[config.mk]
export PLATFORM = sky130hd
export DESIGN_NAME = arm_mc_controller
export DESIGN_NICKNAME = d
export VERILOG_FILES = /design/src/rtl/arm_mc_controller.sv
export SDC_FILE = /design/constraint.sdc
export NUM_CORES = 1
export LEC_CHECK = 0
export BUFFER_PORTS_ARGS = -buffer_cell sky130_fd_sc_hd__buf_2
export CORE_MARGIN = 2
export CORE_UTILIZATION = 48
export DETAILED_ROUTE_END_ITERATION = 8
export HOLD_SLACK_MARGIN = 0.06
export PLACE_DENSITY = 0.83
export SYNTH_ARGS = -nofsm -noshare
export SYNTH_HDL_FRONTEND = slang
export SYNTH_SLANG_ARGS = --single-unit
[constraint.sdc]
create_clock -name clk -period 3.6 [get_ports clk]
set_clock_uncertainty 0.2 [all_clocks]
set_input_delay 0.36 -clock clk [delete_from_list [all_inputs] [get_ports clk]]
set_output_delay 0.36 -clock clk [all_outputs]
set_load 0.02 [all_outputs]
[src/rtl/arm_mc_controller.sv]
// Multicycle ARM controller: 10-state FSM driving a shared-memory datapath, with stored NZCV flags.
// Latency: FETCH/DECODE take one cycle each; memory states stretch while MemReady is low.
// Backpressure: MemReady low holds FETCH/MEMRD/MEMWR; an optional timeout aborts the access back to FETCH.
module arm_mc_controller #(
   parameter bit WAIT_EN = 1'b1,
   parameter int TIMEOUT = 0,
   parameter int CNT_W   = 16
) (
   input  logic        clk,
   input  logic        reset,
   input  logic [19:0] Instr,
   input  logic [3:0]  ALUFlags,
   input  logic        MemReady,
   output logic        MemReq,
   output logic        AdrSrc,
   output logic        IRWrite,
   output logic        PCWrite,
   output logic        RegWrite,
   output logic        MemWrite,
   output logic [1:0]  RegSrc,
   output logic [2:0]  ImmSrc,
   output logic        ALUSrcA,
   output logic [1:0]  ALUSrcB,
   output logic [1:0]  ResultSrc,
   output logic [2:0]  ALUControl,
   output logic        MemErr,
   output logic [3:0]  State
);

   localparam logic [3:0] FETCH  = 4'd0;
   localparam logic [3:0] DECODE = 4'd1;
   localparam logic [3:0] MEMADR = 4'd2;
   localparam logic [3:0] MEMRD  = 4'd3;
   localparam logic [3:0] MEMWB  = 4'd4;
   localparam logic [3:0] MEMWR  = 4'd5;
   localparam logic [3:0] EXECR  = 4'd6;
   localparam logic [3:0] EXECI  = 4'd7;
   localparam logic [3:0] ALUWB  = 4'd8;
   localparam logic [3:0] BRANCH = 4'd9;

   localparam logic [2:0] ALU_ADD = 3'b000;
   localparam logic [2:0] ALU_SUB = 3'b001;
   localparam logic [2:0] ALU_AND = 3'b010;
   localparam logic [2:0] ALU_ORR = 3'b011;
   localparam logic [2:0] ALU_MOV = 3'b100;

   localparam bit             TO_EN   = (TIMEOUT > 0);
   localparam logic [CNT_W-1:0] TO_LAST = CNT_W'((TIMEOUT > 0) ? TIMEOUT - 1 : 0);

   // Instr carries bits [31:12] of the instruction word.
   logic [3:0] cond;
   logic [1:0] op;
   logic [5:0] funct;
   logic [3:0] cmd;
   assign cond  = Instr[19:16];
   assign op    = Instr[15:14];
   assign funct = Instr[13:8];
   assign cmd   = funct[4:1];

   // Rn and Rd fields are datapath concerns only.
   logic unused_fields;
   assign unused_fields = ^Instr[7:0];

   logic [3:0]       state, next_state;
   logic [3:0]       flags;
   logic [CNT_W-1:0] wait_cnt;
   logic             rdy, in_wait, timeout, is_cmp, cond_ok;
   logic [2:0]       alu_op;

   assign rdy     = MemReady | ~WAIT_EN;
   assign in_wait = (state == FETCH) || (state == MEMRD) || (state == MEMWR);
   assign timeout = TO_EN && in_wait && !rdy && (wait_cnt == TO_LAST);
   assign is_cmp  = (cmd == 4'b1010);
   assign State   = state;
   assign RegSrc  = {(op == 2'b01) & ~funct[0], (op == 2'b10)};
   assign ImmSrc  = {1'b0, op};

   // Data-processing command to ALU operation; unknown commands fall back to ADD.
   always_comb begin
      alu_op = ALU_ADD;
      case (cmd)
         4'b0100: alu_op = ALU_ADD;
         4'b0010: alu_op = ALU_SUB;
         4'b1010: alu_op = ALU_SUB;
         4'b0000: alu_op = ALU_AND;
         4'b1100: alu_op = ALU_ORR;
         4'b1101: alu_op = ALU_MOV;
         default: alu_op = ALU_ADD;
      endcase
   end

   // ARM condition check against the stored NZCV flags.
   always_comb begin
      logic n, z, c, v;
      {n, z, c, v} = flags;
      cond_ok = 1'b0;
      case (cond)
         4'b0000: cond_ok = z;
         4'b0001: cond_ok = ~z;
         4'b0010: cond_ok = c;
         4'b0011: cond_ok = ~c;
         4'b0100: cond_ok = n;
         4'b0101: cond_ok = ~n;
         4'b0110: cond_ok = v;
         4'b0111: cond_ok = ~v;
         4'b1000: cond_ok = c & ~z;
         4'b1001: cond_ok = ~(c & ~z);
         4'b1010: cond_ok = (n == v);
         4'b1011: cond_ok = (n != v);
         4'b1100: cond_ok = ~z & (n == v);
         4'b1101: cond_ok = ~(~z & (n == v));
         4'b1110: cond_ok = 1'b1;
         default: cond_ok = 1'b0;
      endcase
   end

   // Next-state and per-state control outputs; strobes are squashed while in reset.
   always_comb begin
      next_state = state;
      MemReq     = 1'b0;
      AdrSrc     = 1'b0;
      IRWrite    = 1'b0;
      PCWrite    = 1'b0;
      RegWrite   = 1'b0;
      MemWrite   = 1'b0;
      ALUSrcA    = 1'b0;
      ALUSrcB    = 2'b00;
      ResultSrc  = 2'b00;
      ALUControl = ALU_ADD;
      case (state)
         FETCH: begin
            MemReq    = 1'b1;
            ALUSrcA   = 1'b1;
            ALUSrcB   = 2'b10;
            ResultSrc = 2'b10;
            IRWrite   = rdy;
            PCWrite   = rdy;
            if (rdy) next_state = DECODE;
         end
         DECODE: begin
            ALUSrcA   = 1'b1;
            ALUSrcB   = 2'b10;
            ResultSrc = 2'b10;
            if (!cond_ok || op == 2'b11) next_state = FETCH;
            else if (op == 2'b00)        next_state = funct[5] ? EXECI : EXECR;
            else if (op == 2'b01)        next_state = MEMADR;
            else                         next_state = BRANCH;
         end
         MEMADR: begin
            ALUSrcB    = 2'b01;
            next_state = funct[0] ? MEMRD : MEMWR;
         end
         MEMRD: begin
            MemReq = 1'b1;
            AdrSrc = 1'b1;
            if (rdy) next_state = MEMWB;
         end
         MEMWB: begin
            ResultSrc  = 2'b01;
            RegWrite   = 1'b1;
            next_state = FETCH;
         end
         MEMWR: begin
            MemReq   = 1'b1;
            AdrSrc   = 1'b1;
            MemWrite = 1'b1;
            if (rdy) next_state = FETCH;
         end
         EXECR, EXECI: begin
            ALUSrcB    = (state == EXECI) ? 2'b01 : 2'b00;
            ALUControl = alu_op;
            next_state = is_cmp ? FETCH : ALUWB;
         end
         ALUWB: begin
            RegWrite   = 1'b1;
            next_state = FETCH;
         end
         BRANCH: begin
            ALUSrcB    = 2'b01;
            ResultSrc  = 2'b10;
            PCWrite    = 1'b1;
            next_state = FETCH;
         end
         default: next_state = FETCH;
      endcase
      if (timeout) next_state = FETCH;
      if (reset) begin
         MemReq   = 1'b0;
         IRWrite  = 1'b0;
         PCWrite  = 1'b0;
         RegWrite = 1'b0;
         MemWrite = 1'b0;
      end
   end

   assign MemErr = timeout & ~reset;

   // State register.
   always_ff @(posedge clk) begin
      if (reset) state <= FETCH;
      else       state <= next_state;
   end

   // Wait counter: counts stalled cycles, cleared on any state change or abort.
   always_ff @(posedge clk) begin
      if (reset)                                wait_cnt <= '0;
      else if (next_state != state || timeout)  wait_cnt <= '0;
      else if (in_wait && !rdy)                 wait_cnt <= wait_cnt + 1'b1;
   end

   // Flag register: NZ on S or CMP; CV only for arithmetic operations.
   always_ff @(posedge clk) begin
      if (reset) begin
         flags <= 4'b0000;
      end else if ((state == EXECR || state == EXECI) && (funct[0] || is_cmp)) begin
         flags[3:2] <= ALUFlags[3:2];
         if (alu_op == ALU_ADD || alu_op == ALU_SUB) flags[1:0] <= ALUFlags[1:0];
      end
   end

endmodule

==> metrics.yaml <==
clock_latency_ps: 250
rr_worst_depth: 5
cap_violations: 0
synth_common_cells: "nor2_1 (12), dfxtp_1 (8), nor4_1 (7)"
cts.path.max_buffers: 2
finalInstanceArea_um2: 1100
slew_headroom_pct: 61.8
clock_sinks: 8
crit_required_ps: 3040
hpwlAfterDp_um: 1700
postCtsSetupBuffers: 0
cts_buffers: 3
n_fill_cell: 184
hold_buffers: 0
seqCellArea_um2: 160
drv_slew: 0
pin_count: 51
dr.pass1.iters: 4
hold_start: "ALUFlags[0]"
setup_tns_ps: 0
endpoint_kind: "output port"
p_per_area_nw_per_um2: 220
hold_viol_final: 0
io_buffers: 40
hold_class: "primary input to flop"
gr-usage-met3_pct: 4.63
worstMarginPinSlew_ps: 572
crit_path_max_fanout: 19
hold_path_depth: 3
min_to: "flags[0]"
drt.antenna.violating_nets: 0
worst_ir_drop_vdd_v: 0.000163
ys_types: 46
vias: 1003
ys_top_cells_by_area: "dfxtp_1 (17%), mux2i_1 (5.3%), buf_4 (4.8%), nor2_1 (4.8%), nor4_1 (4.6%)"
drc_errors: 0
synthCells: 124
yosysMostFrequentCell: "nor2_1"
track_usage_pct: 19.9
fp.dieH_um: 48.3
cts_resized: 0
r2r_setup_slack_ps: 1590
finish.net_count: 181
synth_top_area_share_pct: 17.0
multi_input_area_um2: 674
drive_gt1_share_pct: 32.9
cp.arrival_ps: 1820
start_kind: "flop"
synthArstFlopShare_pct: 0
post-route-util_pct: 58.0
antennaDiodeCount: 0
critPathKind: "flop to output port"
syn_area_per_cell_um2: 7.61
synth_ff_type: "dfxtp_1"
grt_start_max_net_pins: 20
rsz0062_at_grt: "false"
syn-cell-area_um2: 943
grtUsageMet2_pct: 32.6
antenna_found_initial: 0
drt_iter0_drc: 14
grt-ovfl-total: 0
min_period_over_period_pct: 66.2
yosys_warnings: 0
clkTransAtPathRegs_ps: 50
setup_violations: 0
synthToLayoutAreaGrowth_pct: 16.8
clockRootBuffer: "clkbuf_4"
grt_pass1_vias: 903
via_per_inst: 5.60
p_leak_nw: 0.490
grt_first_pass_wirelength_um: 3860
rr_startpoint: "State[1]"
min_period_ps: 2380
synth_seq_cells: 8
synth_largest_area_cell: "dfxtp_1"
place.gp.congestion: 0.939
drt-total-wl_um: 2180
rows: 16
grt-busiest-layer: "met2"
die_x_um: 48.3
status: "finished, final reports clean"
h-tree-depth: 1
yosysSeqAreaShare_pct: 17.0
core-area_um2: 1900
start_util_pct: 49.6
holdWs_ps: 147
r2r-end: "flags[1]"
cts_tree: "yes"
place_area_um2: 1080
fmax_mhz: 420
synth_edf_count: 0
grt_use_met1_pct: 25.3
routedWlPerCell_um: 12.2
floorplan.die_area_um2: 2340
[critical path, cell delays in order (launching register included)]
cell and delay (ps):
dfxtp_1 680, nor2b_1 240, nand2_1 170, nor4_1 270, buf_2 210
[power by group]
group,switching [mW],total (mW),internal (mW)
combinational,0.0475,0.0792,0.0317
sequential,0.00532,0.0955,0.0901
clock,0.0295,0.0676,0.0381
total,0.0823,0.242,0.160
[cell type report]
type | instances | area share, %
repair buffers | 40 | 18.2
inverters | 3 | 1.02
well taps | 27 | 3.06
flip-flops and latches | 8 | 14.5
clock buffers | 3 | 2.04
multi-input cells | 98 | 61.2
[cells by family (layout without fill, tap and decap cells)]
family / Yosys count / after routing / synth area share (%)
AO/OA/AOI/OAI: 28 / 28 / 20.7
XOR/XNOR: 7 / 7 / 6.50
multiplexers: 7 / 7 / 8.09
buffers and inverters: 19 / 46 / 11.9
flip-flops: 8 / 8 / 17.0
AND/OR/NAND/NOR: 54 / 54 / 35.4
other: 1 / 2 / 0.397
[worst max path at each step]
stage,cells past startpoint,startpoint,slack (ps),endpoint
finish,4,State[1],1220,ALUControl[1]
global route,4,State[1],990,ALUControl[1]
CTS,4,State[1],1190,ALUControl[1]
detailed placement,4,State[1],1460,ALUControl[1]
global placement,4,State[1],1560,ALUControl[2]
floorplan,4,State[3],1350,PCWrite
[stage by stage]
step | cells | worst slack, ps | total power, mW
6_report | 179 | 1220 | 0.242
5_1_grt | 179 | 988 | 0.257
4_1_cts | 179 | 1190 | 0.242
3_5_place_dp | 176 | 1460 | 0.176
3_3_place_gp | 176 | 1560 | 0.174
2_1_floorplan | 125 | 1350 | 0.156
[state kept, by name, summed over array words and instances (netlist names)]
name   cells
State      4
flags      4
[metal layers]
layer	share of wire, %	routed length (um)
met3	8.1	177
met1	41	898
met2	50	1090
met4	0.64	14
met5	0	0
[layout by cell type, fill, tap and decap left out, types with 3 or more instances in the layout]
cell and instances:
nor2_1 12, dfxtp_1 8, xnor2_1 5, clkbuf_4 3, buf_2 40, nand2b_1 4
nor3_1 5, nor3b_1 3, a21oi_1 5, mux2i_1 5, nand2_1 5, nor2b_1 5
inv_1 3, nor4_1 7, o21ai_0 6
Note: power is estimated with default switching activity, not from simulation.
